## src/rtl/conv_complex_reader.sv

```systemverilog
// Streams a captured complex convolution result one sample per handshake; 1-cycle capture-to-valid latency.
// Holds the current sample under m_ready=0; optional magnitude output via CONV_COMPLEX_READER_MAG_EN.
module conv_complex_reader #(
    parameter int QI          = 3,
    parameter int QF          = 3,
    parameter int NUM_ELEMS   = 100,
    parameter int WORD_LENGTH = QI + QF
) (
    input  logic                                          clk,
    input  logic                                          rst,
    input  logic                                          conv_valid,
    input  logic [2*WORD_LENGTH*(NUM_ELEMS+2)-1:0]        conv_data,
    input  logic                                          conv_overflow,
    output logic                                          m_valid,
    input  logic                                          m_ready,
    output logic signed [WORD_LENGTH-1:0]                 m_re,
    output logic signed [WORD_LENGTH-1:0]                 m_im,
    output logic [$clog2(NUM_ELEMS+2)-1:0]                m_index,
    output logic                                          m_last,
    output logic                                          busy,
    output logic                                          overflow,
    output logic                                          drop,
    output logic                                          done
`ifdef CONV_COMPLEX_READER_MAG_EN
    ,
    output logic [2*WORD_LENGTH:0]                        m_mag
`endif
);

    localparam int NUM_OUT = NUM_ELEMS + 2;
    localparam int IW      = $clog2(NUM_OUT);
    localparam int WL      = WORD_LENGTH;
    localparam int SW      = 2 * WORD_LENGTH;

    typedef enum logic {
        IDLE   = 1'b0,
        STREAM = 1'b1
    } state_t;

    state_t                 r_state;
    state_t                 w_state_nxt;

    logic [SW*NUM_OUT-1:0]  r_buf;
    logic                   r_valid;
    logic signed [WL-1:0]   r_re;
    logic signed [WL-1:0]   r_im;
    logic [IW-1:0]          r_idx;
    logic                   r_ovf;
    logic                   r_drop;
    logic                   r_done;

    logic [SW*NUM_OUT-1:0]  w_buf_nxt;
    logic                   w_valid_nxt;
    logic signed [WL-1:0]   w_re_nxt;
    logic signed [WL-1:0]   w_im_nxt;
    logic [IW-1:0]          w_idx_nxt;
    logic                   w_ovf_nxt;
    logic                   w_drop_nxt;
    logic                   w_done_nxt;
    logic                   w_load;
    logic [SW-1:0]          w_word;
    logic [IW-1:0]          w_idx_inc;
    logic                   w_xfer;
    logic                   w_at_last;

    assign w_xfer    = r_valid && m_ready;
    assign w_at_last = (r_idx == IW'(NUM_OUT - 1));
    assign w_idx_inc = r_idx + 1'b1;

    always_ff @(posedge clk) begin
        if (rst) begin
            r_state <= IDLE;
        end else begin
            r_state <= w_state_nxt;
        end
    end

    always_comb begin
        w_state_nxt = r_state;
        w_buf_nxt   = r_buf;
        w_valid_nxt = r_valid;
        w_idx_nxt   = r_idx;
        w_ovf_nxt   = r_ovf;
        w_drop_nxt  = 1'b0;
        w_done_nxt  = 1'b0;
        w_load      = 1'b0;
        w_word      = '0;
        w_re_nxt    = r_re;
        w_im_nxt    = r_im;

        case (r_state)
            IDLE: begin
                if (conv_valid) begin
                    if (conv_overflow) begin
                        w_ovf_nxt = 1'b1;
                    end else begin
                        // Sample 0 comes straight from the input so it is valid one cycle after capture.
                        w_buf_nxt   = conv_data;
                        w_ovf_nxt   = 1'b0;
                        w_valid_nxt = 1'b1;
                        w_idx_nxt   = '0;
                        w_word      = conv_data[SW-1:0];
                        w_load      = 1'b1;
                        w_state_nxt = STREAM;
                    end
                end
            end
            STREAM: begin
                // Any request while streaming, including on the final transfer, is discarded.
                if (conv_valid) begin
                    w_drop_nxt = 1'b1;
                end
                if (w_xfer) begin
                    if (w_at_last) begin
                        w_valid_nxt = 1'b0;
                        w_done_nxt  = 1'b1;
                        w_idx_nxt   = '0;
                        w_state_nxt = IDLE;
                    end else begin
                        w_idx_nxt = w_idx_inc;
                        w_word    = r_buf[SW*int'(w_idx_inc) +: SW];
                        w_load    = 1'b1;
                    end
                end
            end
            default: begin
                w_state_nxt = IDLE;
            end
        endcase

        if (w_load) begin
            w_re_nxt = w_word[SW-1:WL];
            w_im_nxt = w_word[WL-1:0];
        end
    end

    always_ff @(posedge clk) begin
        if (rst) begin
            r_buf   <= '0;
            r_valid <= 1'b0;
            r_re    <= '0;
            r_im    <= '0;
            r_idx   <= '0;
            r_ovf   <= 1'b0;
            r_drop  <= 1'b0;
            r_done  <= 1'b0;
        end else begin
            r_buf   <= w_buf_nxt;
            r_valid <= w_valid_nxt;
            r_re    <= w_re_nxt;
            r_im    <= w_im_nxt;
            r_idx   <= w_idx_nxt;
            r_ovf   <= w_ovf_nxt;
            r_drop  <= w_drop_nxt;
            r_done  <= w_done_nxt;
        end
    end

`ifdef CONV_COMPLEX_READER_MAG_EN
    logic signed [SW:0] w_re_x;
    logic signed [SW:0] w_im_x;
    logic [SW:0]        w_mag_nxt;
    logic [SW:0]        r_mag;

    // Squares of sign-extended words; the sum of two squares always fits in SW+1 bits.
    always_comb begin
        w_re_x    = {{(WL+1){w_re_nxt[WL-1]}}, w_re_nxt};
        w_im_x    = {{(WL+1){w_im_nxt[WL-1]}}, w_im_nxt};
        w_mag_nxt = $unsigned(w_re_x * w_re_x + w_im_x * w_im_x);
    end

    always_ff @(posedge clk) begin
        if (rst) begin
            r_mag <= '0;
        end else begin
            r_mag <= w_mag_nxt;
        end
    end

    assign m_mag = r_mag;
`endif

    assign m_valid  = r_valid;
    assign m_re     = r_re;
    assign m_im     = r_im;
    assign m_index  = r_idx;
    assign m_last   = r_valid && w_at_last;
    assign busy     = (r_state == STREAM);
    assign overflow = r_ovf;
    assign drop     = r_drop;
    assign done     = r_done;

endmodule
```

## config.mk

```make
export PLATFORM = sky130hd
export DESIGN_NAME = conv_complex_reader
export DESIGN_NICKNAME = d
export VERILOG_FILES = /design/src/rtl/conv_complex_reader.sv
export SDC_FILE = /design/constraint.sdc
export NUM_CORES = 2
export LEC_CHECK = 0
export ABC_AREA = 1
export CAP_MARGIN = 0
export CORE_AREA = 5 5 490 492
export DETAILED_ROUTE_END_ITERATION = 10
export DIE_AREA = 0 0 495 497
export PLACE_DENSITY = 0.49
export SETUP_SLACK_MARGIN = 0.3
export SYNTH_ARGS = -nofsm -noshare
export SYNTH_HDL_FRONTEND = slang
export SYNTH_SLANG_ARGS = --single-unit
export TNS_END_PERCENT = 10
```

## constraint.sdc

```tcl
create_clock -name clk -period 2.55 [get_ports clk]
set_clock_uncertainty 0.15 [all_clocks]
set_input_delay 0.255 -clock clk [delete_from_list [all_inputs] [get_ports clk]]
set_output_delay 0.255 -clock clk [all_outputs]
set_load 0.1 [all_outputs]
```

==> impl_results.md <==
* Main synth FF type: dfxtp_1
* Failing checks: negative setup slack
* Worst hold stages at 3
* Worst-Margin Slew at 0.721 ns
* Multi-input logic area at 25,300 um2
* Worst Path Required at 3.04 ns
* Total negative slack at -2.08 ns
* Area Overhead vs Synth at 63.5%
* Initial Util at 0.235
* Final Wtd Congestion at 0.932
* Period utilisation layout at 1.08
* Fin crit period at 2.77 ns
* Post-DR vias/cell at 4.78
* Die footprint at 246,000 um2
* Fraction of registers with async set or reset after synthesis at 0
* Final ANT Viol Nets at 0
* Maximum clock path buffer count at 3
* Yosys Warn Count at 0
* CTS buffer count at 152
* Register area at 25,000 um2
* Hold WC Path Type: in2reg
* Yosys cell types at 36
* Wire per inst at 23.7 um
* Status: finished with violations
* Lkg Pwr at 35.4 nW
* Avg Cell Area, Syn at 7.07 um2
* # IOs at 1,254
* Clock Latency Late Sink at 0.80 ns
* Cell area after synthesis at 55,300 um2
* H-tree levels at 4
* RSZ-0062 raised after global routing: yes
* Clk sinks at 1,248
* Setup CP Type: reg2reg
* Die W at 495 um
* Seq/Total Area, Yosys at 0.452
* CTS root buffer: clkbuf_16
* Final Hold Viols at 0
* Crit Reg-Reg Endpoint: m_im[5]
* Initial antenna violation count at 86
* Share of cells above drive strength 1 at 0.0950
* Final setup fails at 14
* Maximum vdd drop at 0.541 mV
* Num rows at 178
* Number of port buffers at 1,253
* Filler cell count at 24,200
* Critical Path Sink Type: register
* Worst Reg-to-Reg Cells at 17
* CORE AREA at 235,000 um2
* Worst Slack Setup Final at -0.216 ns
* CTS clk-pin slew, worst paths at 0.06 ns
* Final #Nets at 11,200
* Cell Pwr Density at 581 nW/um2
* Dpl ws at -0.628 ns
* Synth area leaders: dfxtp_1 45%, o21ai_0 11%, a21oi_1 8.0%
* CTS tree: yes
* Drt pass-1 iters at 8
* Critical Path Start Type: register
* Pin count of the biggest net entering global routing at 137
* DP Wirelength at 237,000 um
* Routed vias at 63,700
* Post-synth EDFFs at 0
* Max Fclk at 362 MHz
* Relative slew slack at 0.519
* Vias in the first global route at 63,100
* Flop2flop setup slack at -0.22 ns
* CP Max Fanout at 8
* Hold path endpoint: r_buf[174]
* First-pass GRT wire length at 442,000 um
* 1st-iter DRT viols at 5,369
* DRC errors left at 0
* Mapped Cells at 7,818
* Die Y at 497 um
* Crit path DAT at 3.26 ns
* Final number of max-transition violations at 0
* Final Routed Wirelength at 315,000 um
* Overall routing resource usage at 0.242
* Max Cap Viol at 0
* Hold path startpoint: conv_data[174]
* Post-synth top area cell: dfxtp_1
* Synthesized net count at 9,049
* Synth top area share at 0.452
* Reg-to-reg startpoint: m_index[1]
* Yosys reg bits at 1,248
* Gr ovfl total at 0
==> power by group <==
part | total [W] | internal (W) | switching (W)
clock network | 0.0222 | 0.0131 | 0.00918
registers | 0.0214 | 0.0209 | 0.000508
logic | 0.00887 | 0.00432 | 0.00455
total | 0.0525 | 0.0382 | 0.0142
==> flip-flops by register name, summed over array words and instances, names as in the netlist <==
register	cells
r_buf	1224
m_im	6
drop	1
m_valid	1
m_re	6
done	1
m_index	7
overflow	1
busy	1
==> worst max-delay path by stage <==
stage	startpoint	end	slack, ns	depth (start not counted)
global route	m_index[1]	m_im[0]	-0.29	16
CTS	m_index[5]	m_last	-0.24	6
detailed placement	m_index[1]	m_re[4]	-0.63	13
finish	m_index[1]	m_im[5]	-0.22	17
global placement	m_index[1]	m_re[1]	-0.68	14
floorplan	m_index[1]	m_im[1]	0.30	16
==> worst max-delay path, cell delays in order (launching register included) <==
cell	delay (ns)
dfxtp_4	0.37
inv_2	0.05
ha_4	0.36
clkinv_8	0.10
buf_16	0.19
buf_6	0.16
buf_4	0.16
nand3_1	0.08
nand2_1	0.06
nand2_1	0.09
nand2_2	0.09
nand3_1	0.12
nand3_2	0.13
nor2_4	0.17
buf_4	0.13
nand2_1	0.04
nand3_1	0.07
a21oi_1	0.06
==> layout by cell type, fill, tap and decap left out, types with 14 or more instances in the layout <==
cell type	Yosys	layout
buf_4	17	328
nand2_2	3	26
clkbuf_16	0	163
o21ai_0	1201	1195
clkbuf_1	369	41
dlygate4sd3_1	0	966
nand2_1	892	866
dfxtp_1	1248	1240
clkbuf_8	0	31
a21oi_1	888	878
nand3_2	1	102
o21ai_1	112	118
inv_1	801	797
clkinv_2	0	18
nor2_4	1	14
nand3_1	665	538
buf_16	0	18
nor2_1	940	923
o211ai_1	337	337
nand3_4	1	27
clkdlybuf4s50_1	0	1227
diode_2	0	54
buf_12	0	111
buf_6	22	28
==> logic make-up after synthesis <==
group / share of synthesized area
AND/OR/NAND/NOR: 0.188
XOR/XNOR: 0.000611
buffers and inverters: 0.111
AO/OA/AOI/OAI: 0.248
flip-flops: 0.452
adder cells (fa/ha/maj): 0.000453
==> per-stage QoR <==
step	instance area, um2	util	power [W]	hold WS (ns)	instances
after detailed placement	73400	0.313	0.0291	0.293	12000
after global routing	90300	0.385	0.0545	0.00787	13300
after floorplan	55400	-	0.0248	0.240	7818
final	90400	0.385	0.0525	0.0360	13300
after CTS	89400	0.381	0.0528	0.000279	13200
after global placement	73400	0.313	0.0291	0.286	12000
==> synth_stat cells (3+ instances only) <==
cell,number
o21ai_1,112
dfxtp_1,1248
a21oi_1,888
buf_6,22
nor2_2,3
buf_1,13
buf_4,17
inv_1,801
nand2_4,3
o22ai_1,12
nand3_1,665
inv_2,9
clkbuf_1,369
buf_2,254
o21ai_0,1201
nand2_1,892
nand2_2,3
a22oi_1,10
nor2_1,940
o211ai_1,337
==> cell type report <==
class                   count  area share
repair buffers           2700       0.309
multi-input cells        5084       0.280
flip-flops and latches   1248       0.277
clock buffers             226      0.0491
well taps                3150      0.0436
inverters                 811      0.0341
clock inverters            44     0.00636
diodes                     54     0.00150
==> timing repair <==
action | CTS | global route
resized for setup | 191 | 115
setup endpoints to repair | 15 | 16
hold buffers | 965 | 1
hold endpoints to repair | 1009 | 1
pin swaps | 30 | 51
buffers inserted | 21 | 10
cloned | 6 | 9
==> routing by layer <==
| metal | track usage | wire (um) |
|---|---|---|
| met1 | 0.312 | 135000 |
| met2 | 0.399 | 145000 |
| met3 | 0.0435 | 21100 |
| met4 | 0.0979 | 14100 |
| met5 | 0 | 143 |
No activity file was read; power rests on OpenSTA's default activity.
